--- src/rtl/br_fifo_shared_pstatic_push_credit_sender_pkg.sv ---
// ============================================================================
// Module   : br_fifo_shared_pstatic_push_credit_sender_pkg
// Brief    : Shared helpers for the shared pseudo-static FIFO push credit sender.
// Revision : 1.0 - initial release
// ============================================================================
`default_nettype none

package br_fifo_shared_pstatic_push_credit_sender_pkg;

    // Index width that never collapses to zero bits, so a single-entry
    // selection still has a usable port.
    function automatic int clamped_clog2(input int n);
        return (n <= 1) ? 1 : $clog2(n);
    endfunction

endpackage : br_fifo_shared_pstatic_push_credit_sender_pkg

`default_nettype wire

--- src/rtl/br_fifo_shared_pstatic_push_credit_sender_counter.sv ---
// ============================================================================
// Module   : br_fifo_shared_pstatic_push_credit_sender_counter
// Brief    : Per-flow credit counter with withhold and floored available value.
// Revision : 1.0 - initial release
// ============================================================================
`default_nettype none

module br_fifo_shared_pstatic_push_credit_sender_counter #(
    parameter int MAX_CREDIT = 3,
    localparam int COUNT_W = $clog2(MAX_CREDIT + 1)
) (
    input  logic               clk,
    input  logic               rst,
    input  logic               incr_i,
    input  logic               decr_i,
    input  logic [COUNT_W-1:0] initial_i,
    input  logic [COUNT_W-1:0] withhold_i,
    output logic [COUNT_W-1:0] count_o,
    output logic [COUNT_W-1:0] available_o
);

    localparam logic [COUNT_W:0] c_MAX_COUNT = (COUNT_W + 1)'(MAX_CREDIT);

    logic [COUNT_W-1:0] count_q;
    logic [COUNT_W-1:0] count_d;
    logic [COUNT_W:0]   w_count_next;

    // One extra bit so an over-return is visible instead of wrapping.
    assign w_count_next = {1'b0, count_q}
                        + {{COUNT_W{1'b0}}, incr_i}
                        - {{COUNT_W{1'b0}}, decr_i};
    assign count_d      = w_count_next[COUNT_W-1:0];

    always_ff @(posedge clk) begin
        if (rst) begin
            count_q <= initial_i;
        end else begin
            count_q <= count_d;
        end
    end

    // Credits returned this cycle are not yet in count_q, so they cannot be spent.
    always_comb begin
        available_o = '0;
        if (count_q > withhold_i) begin
            available_o = count_q - withhold_i;
        end
    end

    assign count_o = count_q;

`ifndef SYNTHESIS
    always_ff @(posedge clk) begin
        if (!rst) begin
            assert (w_count_next <= c_MAX_COUNT)
            else $error("credit counter overflow: next=%0d max=%0d", w_count_next, MAX_CREDIT);
        end
    end
`endif

endmodule : br_fifo_shared_pstatic_push_credit_sender_counter

`default_nettype wire

--- src/rtl/br_fifo_shared_pstatic_push_credit_sender.sv ---
// ============================================================================
// Module   : br_fifo_shared_pstatic_push_credit_sender
// Brief    : Round-robin credit-based sender feeding the shared FIFO push port.
// Revision : 1.0 - initial release
// ============================================================================
`default_nettype none

module br_fifo_shared_pstatic_push_credit_sender
    import br_fifo_shared_pstatic_push_credit_sender_pkg::*;
#(
    parameter int NUM_FIFOS                     = 2,
    parameter int WIDTH                         = 1,
    parameter int MAX_CREDIT                    = 3,
    parameter bit REGISTER_PUSH_OUTPUTS         = 1'b1,
    parameter bit ENABLE_ASSERT_FINAL_NOT_VALID = 1'b1,
    localparam int FIFO_ID_W = clamped_clog2(NUM_FIFOS),
    localparam int COUNT_W   = $clog2(MAX_CREDIT + 1)
) (
    input  logic                         clk,
    input  logic                         rst,
    input  logic [NUM_FIFOS-1:0]         src_valid_i,
    output logic [NUM_FIFOS-1:0]         src_ready_o,
    input  logic [NUM_FIFOS*WIDTH-1:0]   src_data_i,
    output logic                         push_sender_in_reset_o,
    input  logic                         push_receiver_in_reset_i,
    output logic [NUM_FIFOS-1:0]         push_credit_stall_o,
    input  logic [NUM_FIFOS-1:0]         push_credit_i,
    output logic                         push_valid_o,
    output logic [WIDTH-1:0]             push_data_o,
    output logic [FIFO_ID_W-1:0]         push_fifo_id_o,
    input  logic [NUM_FIFOS-1:0]         credit_stall_i,
    input  logic [NUM_FIFOS*COUNT_W-1:0] credit_initial_i,
    input  logic [NUM_FIFOS*COUNT_W-1:0] credit_withhold_i,
    output logic [NUM_FIFOS*COUNT_W-1:0] credit_count_o,
    output logic [NUM_FIFOS*COUNT_W-1:0] credit_available_o
);

    logic                 w_in_reset;
    logic [NUM_FIFOS-1:0] w_eligible;
    logic [NUM_FIFOS-1:0] w_grant;
    logic                 w_grant_any;
    logic [FIFO_ID_W-1:0] w_grant_id;
    logic [WIDTH-1:0]     w_push_data;
    logic [FIFO_ID_W-1:0] ptr_q;
    logic [FIFO_ID_W-1:0] ptr_d;
    int                   w_idx;
    int                   w_nxt;

    assign w_in_reset             = rst | push_receiver_in_reset_i;
    assign push_sender_in_reset_o = rst;
    assign push_credit_stall_o    = credit_stall_i | {NUM_FIFOS{rst}};

    for (genvar i = 0; i < NUM_FIFOS; i++) begin : g_flow
        br_fifo_shared_pstatic_push_credit_sender_counter #(
            .MAX_CREDIT (MAX_CREDIT)
        ) u_counter (
            .clk         (clk),
            .rst         (w_in_reset),
            .incr_i      (push_credit_i[i]),
            .decr_i      (w_grant[i]),
            .initial_i   (credit_initial_i[i*COUNT_W +: COUNT_W]),
            .withhold_i  (credit_withhold_i[i*COUNT_W +: COUNT_W]),
            .count_o     (credit_count_o[i*COUNT_W +: COUNT_W]),
            .available_o (credit_available_o[i*COUNT_W +: COUNT_W])
        );

        assign w_eligible[i] = src_valid_i[i]
                             && (credit_available_o[i*COUNT_W +: COUNT_W] != '0)
                             && !w_in_reset;
    end

    // Round-robin: scan from ptr_q, first eligible flow wins; pointer moves past it.
    always_comb begin
        w_grant     = '0;
        w_grant_any = 1'b0;
        w_grant_id  = '0;
        w_idx       = 0;
        w_nxt       = 0;
        ptr_d       = ptr_q;
        for (int k = 0; k < NUM_FIFOS; k++) begin
            w_idx = int'(ptr_q) + k;
            if (w_idx >= NUM_FIFOS) begin
                w_idx = w_idx - NUM_FIFOS;
            end
            if (!w_grant_any && w_eligible[w_idx]) begin
                w_grant_any     = 1'b1;
                w_grant[w_idx]  = 1'b1;
                w_grant_id      = FIFO_ID_W'(w_idx);
            end
        end
        if (w_grant_any) begin
            w_nxt = int'(w_grant_id) + 1;
            if (w_nxt >= NUM_FIFOS) begin
                w_nxt = 0;
            end
            ptr_d = FIFO_ID_W'(w_nxt);
        end
    end

    always_ff @(posedge clk) begin
        if (w_in_reset) begin
            ptr_q <= '0;
        end else begin
            ptr_q <= ptr_d;
        end
    end

    always_comb begin
        w_push_data = '0;
        for (int i = 0; i < NUM_FIFOS; i++) begin
            if (w_grant[i]) begin
                w_push_data = src_data_i[i*WIDTH +: WIDTH];
            end
        end
    end

    assign src_ready_o = w_grant;

    if (REGISTER_PUSH_OUTPUTS) begin : g_push_reg
        logic                 push_valid_q;
        logic [WIDTH-1:0]     push_data_q;
        logic [FIFO_ID_W-1:0] push_fifo_id_q;

        always_ff @(posedge clk) begin
            if (w_in_reset) begin
                push_valid_q <= 1'b0;
            end else begin
                push_valid_q <= w_grant_any;
            end
        end

        // Payload is only meaningful alongside valid, so it carries no reset.
        always_ff @(posedge clk) begin
            if (w_grant_any) begin
                push_data_q    <= w_push_data;
                push_fifo_id_q <= w_grant_id;
            end
        end

        assign push_valid_o   = push_valid_q;
        assign push_data_o    = push_data_q;
        assign push_fifo_id_o = push_fifo_id_q;
    end else begin : g_push_comb
        assign push_valid_o   = w_grant_any;
        assign push_data_o    = w_push_data;
        assign push_fifo_id_o = w_grant_id;
    end

`ifndef SYNTHESIS
    always_ff @(posedge clk) begin
        if (rst) begin
            assert (push_credit_i == '0)
            else $error("push_credit asserted while sender in reset: %b", push_credit_i);
        end
    end

    if (ENABLE_ASSERT_FINAL_NOT_VALID) begin : g_final_check
        final begin
            assert (src_valid_i == '0)
            else $error("src_valid still asserted at end of test: %b", src_valid_i);
            assert (push_valid_o == 1'b0)
            else $error("push_valid still asserted at end of test");
            assert (credit_count_o == credit_initial_i)
            else $error("credit_count %h differs from credit_initial %h at end of test",
                        credit_count_o, credit_initial_i);
        end
    end
`endif

endmodule : br_fifo_shared_pstatic_push_credit_sender

`default_nettype wire

--- config.mk ---
export PLATFORM = sky130hd
export DESIGN_NAME = br_fifo_shared_pstatic_push_credit_sender
export DESIGN_NICKNAME = d
export VERILOG_FILES = /design/src/rtl/br_fifo_shared_pstatic_push_credit_sender_pkg.sv /design/src/rtl/br_fifo_shared_pstatic_push_credit_sender_counter.sv /design/src/rtl/br_fifo_shared_pstatic_push_credit_sender.sv
export SDC_FILE = /design/constraint.sdc
export NUM_CORES = 1
export LEC_CHECK = 0
export ABC_AREA = 1
export CAP_MARGIN = 20
export CELL_PAD_IN_SITES_DETAIL_PLACEMENT = 0
export CELL_PAD_IN_SITES_GLOBAL_PLACEMENT = 2
export CORE_ASPECT_RATIO = 0.5
export CORE_MARGIN = 5
export CORE_UTILIZATION = 22
export CTS_BUF_LIST = sky130_fd_sc_hd__clkbuf_2
export CTS_CLUSTER_DIAMETER = 120
export DETAILED_ROUTE_END_ITERATION = 7
export PLACE_DENSITY = 0.94
export SLEW_MARGIN = 20
export SYNTH_ARGS = -nofsm -noshare
export SYNTH_HDL_FRONTEND = slang
export SYNTH_SLANG_ARGS = --single-unit
--- constraint.sdc ---
create_clock -name clk -period 3.35 [get_ports clk]
set_clock_uncertainty 0.2 [all_clocks]
set_input_delay 0.5025 -clock clk [delete_from_list [all_inputs] [get_ports clk]]
set_output_delay 0.5025 -clock clk [all_outputs]
set_load 0.01 [all_outputs]
==> metrics.md <==
| Metric | Value |
|---|---|
| Status | completed |
| Fin nets | 153 |
| Die height | 49.7 um |
| N_diodes | 0 |
| Worst setup EP type | primary output |
| Clk_lat worst skew | 0.24 ns |
| RSZ-0062 raised after global routing | false |
| Post-Synth Adder-Cell Area | 0.184 |
| Hold Path Origin | ptr_q$_SDFFE_PP0P_ |
| YS warnings | 0 |
| CTS Buffer Depth | 2 |
| Post CTS Setup Buffer Count | 0 |
| Hold EP | ptr_q$_SDFFE_PP0P_ |
| RR Startpoint | g_flow[0].u_counter.count_o[0]$_DFF_P_ |
| R2R Setup Slk | 0.60 ns |
| RR Endpoint | g_flow[1].u_counter.count_o[1]$_DFF_P_ |
| Crit start category | primary input |
| Yosys top cell area share | 0.173 |
| CTS buffer count | 3 |
| Layout cells sized above 1 | 0.218 |
| Overflow after GRT | 0 |
| Power density over the cells | 298 nW/um^2 |
| Hold Path Stages | 2 |
| Mux share of post-synthesis cell area | 0 |
| # hold bufs at CTS | 0 |
| Register area share after synthesis | 0.260 |
| Clock transition at path regs | 0.09 ns |
| Drt wl/cell | 9.10 um |
| Vias | 624 |
| Placed cell area | 1100 um^2 |
| Dpl cells | 160 |
| Synth Instances | 84 |
| Area Overhead vs Synth | 61.6% |
| FF-to-FF path depth | 15 |
| HP Class | flop to flop |
| Final Wtd Congestion | 0.725 |
| Syn Nets | 112 |
| Max-slew headroom | 0.860 |
| Max Used Layer | met4 |
| Crit Path Category | primary input to primary output |
| Die ar. | 4440 um^2 |
| Vias in the first global route | 588 |
| Critical Path RT | 2.65 ns |
| Post-Syn Area | 693 um^2 |
| Simple-gate share of the synthesized area | 0.330 |
| Die W | 89.4 um |
| Detailed Place HPWL | 1.41 mm |
| Largest net degree at the start of global routing | 9 |
| Core Box Area | 3010 um^2 |
| Drt first-iter violations | 14 |
| Max Clk Rate | 322 MHz |
| Post-synthesis cell type count | 23 |
| Vias/cell | 3.80 |
| M1 WL | 607 um |
| Pre-antenna DRT Iters | 3 |
| FP Rows | 14 |
| I/O Pins | 35 |
| Total detailed-routing wirelength | 1.49 mm |
| Fin. max-slew vios | 0 |
| Final setup vio count | 0 |
| CP max FO | 2 |
| Post-Synth XOR/XNOR Area | 0.0379 |
| H-Tree Level Count | 1 |
| Max VDD drop | 0.0913 mV |
| Synth Area in Compound Gates | 0.0415 |
| Slew @ Worst Pin | 0.209 ns |
| LEAKAGE | 0.593 nW |
| DRC Markers | 0 |
| Fin Hold WS | 0.369 ns |
| Clock Sinks | 8 |
| First-pass GRT wire length | 2.54 mm |
| Largest family of logic cells by synthesized area | simple AND/OR/NAND/NOR gates |
| Routed wl met3 | 112 um |
| Final hold vios | 0 |
| Final Cell Area | 1120 um^2 |
| CTS tree | built |
| Leading post-synthesis cells by cell area | dfxtp_1 (17%), ha_1 (13%), inv_1 (9.2%) |
| Yosys top cell by area | dfxtp_1 |
| Tcrit/Tclk final | 0.927 |
| Seq cells post-synth | 8 |
| Starting density of the core | 0.230 |
| Layout Cells excl Fill | 164 |
| Tmin final | 3.11 ns |
| Met2 wire len | 753 um |
| Initial antenna violation count | 0 |
| Worst EP arrival | 2.40 ns |
| MaxCap Viol Count | 0 |
| Final ANT Viol Nets | 0 |
| Setup ws final | 0.243 ns |
| Clock root buffer | clkbuf_2 |
| Mean Syn Cell Area | 8.25 um^2 |
| Global Route Usage Sum | 0.0736 |
| Dpl ws | -0.0471 ns |
| PortBufs | 34 |
==> how the worst max path moves through the flow <==
| stage | start | to |
|---|---|---|
| 6_report | credit_withhold_i[2] | src_ready_o[1] |
| 4_1_cts | credit_withhold_i[0] | src_ready_o[0] |
| 3_3_place_gp | credit_withhold_i[2] | src_ready_o[1] |
| 5_1_grt | credit_withhold_i[0] | g_flow[0].u_counter.count_o[1]$_DFF_P_ |
| 2_1_floorplan | credit_withhold_i[2] | g_flow[1].u_counter.count_o[1]$_DFF_P_ |
| 3_5_place_dp | credit_withhold_i[2] | src_ready_o[1] |
==> layout make-up <==
type	instances	area, um^2
inverters	20	78.8
repair buffers	39	379
clock buffers	4	20.0
multi-input cells	53	412
well taps	40	50.0
flip-flops and latches	8	180
fillers	329	1890
==> cell usage after synthesis <==
cell type	instances
nand2_2	5
inv_2	1
nor2_4	2
buf_4	3
nor2_8	1
o21ai_0	1
nand4_1	1
or2_2	2
nand3_1	6
clkinv_2	1
o21bai_4	1
nand2_1	17
inv_4	1
fa_1	2
dfxtp_1	6
edfxtp_1	2
xnor2_1	1
inv_1	17
a21oi_1	1
xor2_1	2
ha_1	7
nand2_4	2
nand3_2	2
==> through the flow <==
step,utilization,power [mW],TNS (ns)
after floorplan,-,0.199,0
after global placement,0.365,0.270,-0.0182
after detailed placement,0.365,0.273,-0.0471
after CTS,0.371,0.342,0
after global routing,0.372,0.366,0
final,0.372,0.334,0
==> cell usage in the layout (no fill, tap or decap), types with 2 or more instances in the layout <==
cell type and n:
fa_1 2, nor2_4 2, xor2_1 2, nand3_2 2, dfxtp_1 6, clkdlybuf4s50_1 32, ha_1 7, or2_2 2
clkbuf_2 4, nand2_1 17, nand3_1 6, buf_4 5, nand2_2 5, inv_1 17, edfxtp_1 2, nand2_4 2
==> power breakdown <==
group	leakage, nW	internal [mW]	switching (mW)
Sequential	0.0711	0.107	0.00615
Clock	0.0166	0.0317	0.0351
Combinational	0.505	0.0830	0.0713
Total	0.593	0.221	0.113
==> critical path: stages <==
cell and delay (ns):
clkdlybuf4s50_1 0.47, ha_1 0.14, inv_1 0.05, fa_1 0.47, nand3_1 0.14, nand2_4 0.11
nand2_4 0.05, o21bai_4 0.16, clkinv_2 0.05, dlygate4sd2_1 0.26
==> logic make-up after synthesis <==
| family | Yosys count |
|---|---|
| compound gates | 3 |
| fa+ha+maj | 9 |
| buf+inv | 23 |
| xor+xnor | 3 |
| simple gates | 38 |
| flops | 8 |
==> sequential cells by signal, indices dropped and copies added (netlist names) <==
register / cells
g_flow.u_counter.count_o: 4
push_fifo_id_o: 1
push_valid_o: 1
push_data_o: 1
ptr_q: 1
==> metal layers <==
metal	vias to the layer above	global-route usage
li1	334	-
met1	271	0.0853
met2	17	0.121
met3	2	0.0333
met4	0	0.0223
met5	-	0
==> what timing repair did <==
action	CTS	global route
resized for setup	1	1
setup endpoints to repair	1	1
hold endpoints to repair	0	0
No activity file was read; power rests on OpenSTA's default activity.
